## src/rtl/reg_file_loader_pkg.sv

```systemverilog
// Shared definitions for the register-file write loader: widths, the header
// sync tag, FSM state encoding and the write-command payload.
package reg_file_loader_pkg;

  localparam int unsigned REGISTER_WIDTH     = 32;
  localparam int unsigned REG_INDEX_WIDTH    = 5;
  localparam int unsigned BYTE_W             = 8;
  localparam int unsigned DATA_BYTES         = REGISTER_WIDTH / BYTE_W;
  localparam int unsigned BYTE_CNT_W         = 2;
  localparam int unsigned WR_COUNT_W         = 8;
  localparam int unsigned TIMEOUT_CYCLES_DEF = 1000000;

  localparam logic [2:0] SYNC_TAG = 3'b101;

  typedef enum logic [1:0] {
    ST_IDLE  = 2'd0,
    ST_DATA  = 2'd1,
    ST_WRITE = 2'd2
  } state_e;

  // One register-file write: target index and data word.
  typedef struct packed {
    logic [REG_INDEX_WIDTH-1:0] index;
    logic [REGISTER_WIDTH-1:0]  data;
  } wr_cmd_t;

  // True when a byte carries the frame-start tag in bits [7:5].
  function automatic logic is_header(input logic [BYTE_W-1:0] b);
    return (b[7:5] == SYNC_TAG);
  endfunction

endpackage

```

## src/rtl/reg_file_loader.sv

```systemverilog
// reg_file_loader: turns 5-byte frames from the serial byte receiver into
// single-cycle register-file writes.
//   Frame: header {SYNC_TAG, index[4:0]}, then 4 data bytes, little-endian.
// Ports:
//   clk, rst        clock, asynchronous active-high reset
//   rx_data/valid   incoming byte stream; rx_ready = loader can accept
//   wr_en           one-cycle register-file write strobe (never for x0)
//   wr_reg_index    register index of the last committed write
//   wr_reg_data     data of the last committed write
//   busy            frame in progress (state != IDLE)
//   frame_err       one-cycle pulse on bad header or inter-byte timeout
//   wr_count        committed writes, wraps 255 -> 0
module reg_file_loader
  import reg_file_loader_pkg::*;
#(
  parameter int unsigned TIMEOUT_CYCLES = TIMEOUT_CYCLES_DEF
) (
  input  logic                       clk,
  input  logic                       rst,
  input  logic [BYTE_W-1:0]          rx_data,
  input  logic                       rx_valid,
  output logic                       rx_ready,
  output logic                       wr_en,
  output logic [REG_INDEX_WIDTH-1:0] wr_reg_index,
  output logic [REGISTER_WIDTH-1:0]  wr_reg_data,
  output logic                       busy,
  output logic                       frame_err,
  output logic [WR_COUNT_W-1:0]      wr_count
);

  localparam int unsigned TO_W = (TIMEOUT_CYCLES > 2) ? $clog2(TIMEOUT_CYCLES) : 1;
  localparam int unsigned SHIFT_W = REGISTER_WIDTH - BYTE_W;

  state_e                     r_state;
  state_e                     w_state_nxt;
  logic                       r_rx_ready;
  logic                       r_busy;
  logic                       r_frame_err;
  logic                       r_wr_en;
  logic [WR_COUNT_W-1:0]      r_wr_count;
  logic [REG_INDEX_WIDTH-1:0] r_index;
  logic [BYTE_CNT_W-1:0]      r_byte_cnt;
  logic [SHIFT_W-1:0]         r_shift;
  logic [TO_W-1:0]            r_to_cnt;
  wr_cmd_t                    r_cmd;

  logic w_accept;
  logic w_timeout;
  logic w_last_byte;
  logic w_load_hdr;
  logic w_shift;
  logic w_commit;
  logic w_frame_err_nxt;

  assign w_accept    = rx_valid & r_rx_ready;
  assign w_timeout   = (r_to_cnt == TO_W'(TIMEOUT_CYCLES - 1));
  assign w_last_byte = (r_byte_cnt == BYTE_CNT_W'(DATA_BYTES - 1));

  // Next-state and per-cycle action decode.
  always_comb begin
    w_state_nxt     = r_state;
    w_load_hdr      = 1'b0;
    w_shift         = 1'b0;
    w_commit        = 1'b0;
    w_frame_err_nxt = 1'b0;
    case (r_state)
      ST_IDLE: begin
        if (w_accept) begin
          if (is_header(rx_data)) begin
            w_load_hdr  = 1'b1;
            w_state_nxt = ST_DATA;
          end else begin
            w_frame_err_nxt = 1'b1;
          end
        end
      end
      ST_DATA: begin
        if (w_accept) begin
          w_shift = 1'b1;
          if (w_last_byte) begin
            w_commit    = 1'b1;
            w_state_nxt = ST_WRITE;
          end
        end else if (w_timeout) begin
          w_frame_err_nxt = 1'b1;
          w_state_nxt     = ST_IDLE;
        end
      end
      ST_WRITE: begin
        w_state_nxt = ST_IDLE;
      end
      default: begin
        w_state_nxt = ST_IDLE;
      end
    endcase
  end

  // State register plus registered status outputs, decoded from next state
  // so they line up with the state they describe.
  always_ff @(posedge clk or posedge rst) begin
    if (rst) begin
      r_state     <= ST_IDLE;
      r_rx_ready  <= 1'b1;
      r_busy      <= 1'b0;
      r_frame_err <= 1'b0;
      r_wr_en     <= 1'b0;
    end else begin
      r_state     <= w_state_nxt;
      r_rx_ready  <= (w_state_nxt != ST_WRITE);
      r_busy      <= (w_state_nxt != ST_IDLE);
      r_frame_err <= w_frame_err_nxt;
      // x0 is hardwired zero: the frame completes but nothing is written.
      r_wr_en     <= w_commit & (r_index != '0);
    end
  end

  // Frame assembly: header index and the first three data lanes.
  always_ff @(posedge clk or posedge rst) begin
    if (rst) begin
      r_index    <= '0;
      r_byte_cnt <= '0;
      r_shift    <= '0;
    end else begin
      if (w_load_hdr) begin
        r_index    <= rx_data[REG_INDEX_WIDTH-1:0];
        r_byte_cnt <= '0;
      end else if (w_shift) begin
        r_byte_cnt <= r_byte_cnt + BYTE_CNT_W'(1);
        case (r_byte_cnt)
          2'd0:    r_shift[7:0]   <= rx_data;
          2'd1:    r_shift[15:8]  <= rx_data;
          2'd2:    r_shift[23:16] <= rx_data;
          default: ;
        endcase
      end
    end
  end

  // Committed write payload; holds between frames, only wr_en pulses.
  always_ff @(posedge clk or posedge rst) begin
    if (rst) begin
      r_cmd      <= '0;
      r_wr_count <= '0;
    end else if (w_commit && (r_index != '0)) begin
      r_cmd.index <= r_index;
      r_cmd.data  <= {rx_data, r_shift};
      r_wr_count  <= r_wr_count + WR_COUNT_W'(1);
    end
  end

  // Inter-byte idle counter, only meaningful while a frame is open.
  always_ff @(posedge clk or posedge rst) begin
    if (rst) begin
      r_to_cnt <= '0;
    end else if ((r_state != ST_DATA) || w_accept) begin
      r_to_cnt <= '0;
    end else if (!w_timeout) begin
      r_to_cnt <= r_to_cnt + TO_W'(1);
    end
  end

  assign rx_ready     = r_rx_ready;
  assign busy         = r_busy;
  assign frame_err    = r_frame_err;
  assign wr_en        = r_wr_en;
  assign wr_count     = r_wr_count;
  assign wr_reg_index = r_cmd.index;
  assign wr_reg_data  = r_cmd.data;

endmodule

```

## config.mk

```make
export PLATFORM = sky130hd
export DESIGN_NAME = reg_file_loader
export DESIGN_NICKNAME = d
export VERILOG_FILES = /design/src/rtl/reg_file_loader_pkg.sv /design/src/rtl/reg_file_loader.sv
export SDC_FILE = /design/constraint.sdc
export NUM_CORES = 1
export LEC_CHECK = 0
export CAP_MARGIN = 5
export CORE_ASPECT_RATIO = 0.8
export CORE_MARGIN = 10
export CORE_UTILIZATION = 54
export CTS_CLUSTER_DIAMETER = 50
export DETAILED_ROUTE_END_ITERATION = 8
export PLACE_DENSITY_LB_ADDON = 0.1
export SYNTH_ARGS = -nofsm -noshare
export SYNTH_HDL_FRONTEND = slang
export SYNTH_SLANG_ARGS = --single-unit
```

## constraint.sdc

```tcl
create_clock -name clk -period 4.35 [get_ports clk]
set_clock_uncertainty 0.1 [all_clocks]
set_input_delay 0.87 -clock clk [delete_from_list [all_inputs] [get_ports clk]]
set_output_delay 0.87 -clock clk [all_outputs]
set_load 0.01 [all_outputs]
```

==> results of run 1 <==
[worst max path at each step]
stage,depth (start not counted),slack (ns),startpoint,endpoint
after floorplan,1,0.71,rst,busy
after global placement,7,1.16,rx_valid,wr_reg_data[2]
after global routing,7,1.30,rx_valid,wr_reg_index[0]
after detailed placement,7,1.10,rx_valid,wr_reg_data[10]
final,7,1.48,rx_valid,wr_reg_index[0]
after CTS,7,1.47,rx_valid,wr_reg_index[0]
[cell families (layout without fill, tap and decap cells)]
| logic type | after synthesis | count (layout) |
|---|---|---|
| AO/OA/AOI/OAI | 27 | 27 |
| XOR/XNOR | 16 | 16 |
| adder cells (fa/ha/maj) | 6 | 6 |
| buffers and inverters | 20 | 84 |
| flip-flops | 102 | 102 |
| multiplexers | 32 | 32 |
| AND/OR/NAND/NOR | 182 | 182 |
[power breakdown]
part / internal (mW) / switching (mW) / total (mW)
Clock: 0.300 / 0.315 / 0.615
Sequential: 1.25 / 0.194 / 1.45
Combinational: 0.492 / 0.381 / 0.873
[state kept, by name, summed over array words and instances (netlist names)]
| signal | flops |
|---|---|
| wr_en | 1 |
| r_byte_cnt | 2 |
| r_to_cnt | 20 |
| wr_count | 8 |
| busy | 1 |
| r_shift | 24 |
| frame_err | 1 |
| r_index | 5 |
| wr_reg_index | 5 |
| r_state | 2 |
| rx_ready | 1 |
| wr_reg_data | 32 |
[layout make-up]
| type | instances | area (um2) | area share, % |
|---|---|---|---|
| flip-flops and latches | 102 | 2550 | 49.6 |
| multi-input cells | 263 | 1610 | 31.2 |
| repair buffers | 62 | 626 | 12.1 |
| clock buffers | 12 | 155 | 3.01 |
| well taps | 105 | 131 | 2.55 |
| clock inverters | 4 | 55.1 | 1.07 |
| inverters | 6 | 25.0 | 0.486 |
[critical path, cell delays in order]
cell and delay (ns):
clkdlybuf4s50_1 0.50, and4b_1 0.47, o211ai_4 0.13, inv_1 0.62, buf_4 0.33, nand2_1 0.08
nand2_1 0.06
[stage by stage]
stage	setup WS [ns]	hold WS, ns	instances
detailed placement	1.10	0.350	538
floorplan	0.706	0.333	385
global route	1.30	0.401	554
global placement	1.16	0.342	538
finish	1.48	0.373	554
CTS	1.47	0.377	554
[routing by layer]
metal | up-vias | GRT usage (%) | share of wire [%] | routed length (um)
met5 | - | 0 | 0 | 0
met4 | 0 | 4.50 | 1.0 | 90
met3 | 7 | 6.44 | 7.5 | 663
met2 | 64 | 23.3 | 45 | 4000
met1 | 1421 | 20.5 | 46 | 4100
li1 | 1403 | - | - | -
[synthesized netlist by cell type, drive strengths merged]
cell type / instances
mux2i: 1
nand2b: 3
nor2: 13
nor3: 2
o21ai: 8
mux2: 31
buf: 8
a211o: 1
nand3b: 2
o211ai: 1
a211oi: 3
nand3: 9
xnor2: 6
a221o: 1
and2: 4
inv: 6
or3: 6
nand2: 121
nand4: 8
and3: 3
a22o: 1
ha: 6
and4: 5
a21oi: 8
and4b: 1
dfrtp: 101
clkbuf: 6
o21bai: 1
dfstp: 1
a31oi: 3
nor4: 2
xor2: 10
or4b: 1
or4: 2
==> results.toml, run 1 <==
[route]
ant_nets = 0
num_vias = 2895
first_pass_iters = 4
drt_iter0_markers = 193
drc = 0
drt-total-wl_um = 8850
viasPerCell = 5.23
avgRoutedWirePerCell_um = 16.0

[status]
status = "finished clean"

[power_and_ir_drop]
power.density_nw_per_um2 = 570
p_leak_nw = 2.42
ir_drop_mv = 0.338
p_total_mw = 2.94

[worst_setup_path]
crit_type = "primary input to register"
crit_path_start_kind = "primary input"
cp_data_arrival_time_ns = 3.07
rr_endpoint = "wr_reg_index[0]"
critPathCaptureType = "register"
required_ns = 4.55
cp_max_fo = 27
r2r_cells = 6
r2r_start = "rx_ready"
r2r_setup_slack_ns = 1.96

[grt]
grt_max_degree = 58
grt_pass1_wl_um = 15100
globalRoute.totalOverflow = 0
antenna_found_initial = 0
grt.total_usage_pct = 15.6
grt_pass1_vias = 2936

[floorplan]
start_util_pct = 56.3
rows = 28
io_pins = 60
die_h_um = 99.2
die_area_um2 = 11800
coreArea_um2 = 7530
die_x_um = 119

[clock_tree]
cts_tree = "done"
cts_resized = 0
cts_sinks = 102
htreeDepth = 3
cts_made_buffers = 9
postCtsSetupBuffers = 0
cts_max_path_buffers = 2
cts-root-buf = "clkbuf_8"
clk_pin_slew_worst_paths_ns = 0.09
clock_latency_ns = 0.36
postCtsHoldBufs = 0

[timing]
hold_viol = 0
period_share_pct = 66.1
max_clock_freq_mhz = 348
setup_viol = 0
slew_headroom_pct = 39.4
post-route-min-period_ns = 2.87
tightest_slew_ns = 0.901
final-max-slew-violation-count = 0
rsz0062_at_grt = "no"
fin_tns_setup_ns = 0

[logic_synthesis]
synthDominantCellAreaShare_pct = 59.6
synth_cells = 385
syn_nets = 402
synth_compound_area_share_pct = 3.99
synth_top_area_cell = "dfrtp_1"
synth.area.mux_share_pct = 8.47
syn_area_um2 = 4240
yosysWarnings = 0
yosysSeqAreaShare_pct = 60.3
synth_area_leaders = "dfrtp_1 60%, nand2_1 11%, mux2_2 8.2%"
synth_top_family_by_area = "simple AND/OR/NAND/NOR gates"
synth_cell_types = 42
synth_adder_area_share_pct = 1.77
synth-xor-area-share_pct = 3.31
synth_simple_gate_area_share_pct = 20.2
ys_ff_latch = 102
syn_area_per_cell_um2 = 11.0

[placed_design]
place.port_buffers = 59
dp_hpwl_um = 6130
placed_cell_area_um2 = 4940
routabilityCongestion = 0.747

[layout]
fillers = 614
finish.net_count = 461
syn2layout_area_growth_pct = 21.6
final_layout_size_suffix_gt1_share_pct = 13.4
final_core_util_pct = 68.4
antenna_cells = 0
design_area_um2 = 5150
final_cell_mix = "120 x nand2_1, 101 x dfrtp_1, 59 x clkdlybuf4s50_1"
layout_commonest_cell = "nand2_1"

[min_path]
hp-start = "r_shift[7]"
hold_path_depth = 2
min_to = "wr_reg_data[7]"
hold_class = "register to register"

[run]
maxCapViolCount = 0
No activity file was read; power rests on OpenSTA's default activity.
==> run 2: changes to the inputs <==
==> constraint.sdc (replaced) <==
create_clock -name clk -period 2.95 [get_ports clk]
set_clock_uncertainty 0.1 [all_clocks]
set_input_delay 0.59 -clock clk [delete_from_list [all_inputs] [get_ports clk]]
set_output_delay 0.59 -clock clk [all_outputs]
set_load 0.01 [all_outputs]
==> run 2 against run 1 <==
Against the previous run: wire length grew 1.9%; critical path depth shrank 3; first-iteration DRC count shrank 18%; clock power grew 37%; utilization grew 0.30 points; combinational power grew 48%; via count grew 0.93%; total power grew 45%; cell count grew 0.72%; cell area grew 0.44%; global-route usage grew 0.33 points; critical path type unchanged; largest cell class unchanged.
==> results.toml, run 2 (same netlist as run 1, synthesis figures left out) <==
[status]
status = "finished clean"

[timing]
rsz0062_at_grt = "no"
fin_tns_setup_ns = 0
post-route-min-period_ns = 2.19
tightest_slew_ns = 0.716
slew_headroom_pct = 52.2
setup_viol = 0
period_share_pct = 74.3
max_clock_freq_mhz = 456
final-max-slew-violation-count = 0
hold_ws_ns = 0.369
hold_viol = 0

[route]
drt_iter0_markers = 159
first_pass_iters = 4
num_vias = 2922
drc = 0
ant_nets = 0
viasPerCell = 5.24
avgRoutedWirePerCell_um = 16.2
drt-total-wl_um = 9030

[run]
maxCapViolCount = 0

[clock_tree]
cts_tree = "done"
cts_made_buffers = 9
postCtsSetupBuffers = 0
cts-root-buf = "clkbuf_8"
htreeDepth = 3
clk_pin_slew_worst_paths_ns = 0.10
clock_latency_ns = 0.36
cts_resized = 0
cts_max_path_buffers = 2
postCtsHoldBufs = 0
cts_sinks = 102

[layout]
final_cell_mix = "120 x nand2_1, 101 x dfrtp_1, 59 x clkdlybuf4s50_1"
final_layout_size_suffix_gt1_share_pct = 14.3
syn2layout_area_growth_pct = 22.1
finish.net_count = 465
final_core_util_pct = 68.7
largest_register_ffs = 32
design_area_um2 = 5170
antenna_cells = 0
layout_commonest_cell = "nand2_1"

[power_and_ir_drop]
ir_drop_mv = 0.491
p_int_mw = 2.92
netSwitchingPower_mw = 1.34
power.density_nw_per_um2 = 825
sw_frac_of_total_pct = 31.5
power_frac_comb_pct = 30.3
p_leak_nw = 2.43
pwr-share-clk_pct = 19.8
seq_power_share_pct = 49.9

[floorplan]
die_h_um = 99.2
io_pins = 60
coreArea_um2 = 7530
die_x_um = 119
rows = 28
die_area_um2 = 11800
start_util_pct = 56.3

[worst_setup_path]
r2r_setup_slack_ns = 0.84
required_ns = 3.11
crit_path_start_kind = "primary input"
cp_data_arrival_time_ns = 2.35
crit_type = "primary input to register"
cp_max_fo = 10
critPathCaptureType = "register"

[grt]
grt_max_degree = 38
grt_pass1_vias = 3028
globalRoute.totalOverflow = 0
grt.total_usage_pct = 16.0
grt_pass1_wl_um = 15200
antenna_found_initial = 0

[placed_design]
dp_hpwl_um = 6430
place.port_buffers = 59
placed_cell_area_um2 = 4990
routabilityCongestion = 0.859

[min_path]
hold_class = "register to register"
==> run 2: changes by cell type in the layout (fill, tap and decap cells not counted) <==
cell,change
buf_12,+1
buf_4,+3
bufinv_16,-1
clkbuf_1,-1
clkbuf_8,-1
clkinv_2,+1
clkinv_4,-1
inv_4,-1
inv_6,+3
inv_8,+1
==> run 2: routing by layer <==
metal	global-route usage, %	part of all wire (%)	vias to the layer above
met1	20.7	47	1415
met3	5.48	7.0	12
met4	5.25	1.4	0
met2	24.6	44	75
met5	0	0	-
li1	-	-	1420
==> run 2: layout make-up <==
class | count | area, um2
clock buffers | 10 | 138
clock inverters | 6 | 51.3
fillers | 609 | 2360
inverters | 6 | 26.3
multi-input cells | 263 | 1610
flip-flops and latches | 102 | 2550
well taps | 105 | 131
repair buffers | 66 | 668
==> run 2: worst paths after layout <==
path,from,cells after the start,endpoint
min reg2reg,wr_count[7],1,wr_count[7]
min in group asynchronous,rst,2,r_to_cnt[18]
max,rx_valid,4,r_shift[15]
max reg2reg,r_index[0],4,wr_reg_index[4]
max in group asynchronous,rst,3,r_shift[22]
min,wr_count[7],1,wr_count[7]
==> run 2: through the flow <==
stage,worst slack (ns),power (mW),cells
final,0.757,4.27,558
after CTS,0.765,4.32,558
after global placement,0.477,3.41,542
after floorplan,1.01,2.76,385
after detailed placement,0.410,3.47,542
after global routing,0.654,4.54,558
==> run 2: worst max-delay path: stages <==
cell,delay (ns)
clkdlybuf4s50_1,0.49
and4b_1,0.49
nand2_1,0.39
mux2_2,0.38
==> run 2: power groups by stage <==
stage	Clock, mW	Sequential, mW	Combinational (mW)
2_1_floorplan	0	2.20	0.560
3_3_place_gp	0	2.14	1.27
3_5_place_dp	0	2.15	1.32
4_1_cts	0.868	2.13	1.32
5_1_grt	0.915	2.19	1.44
6_report	0.845	2.13	1.29
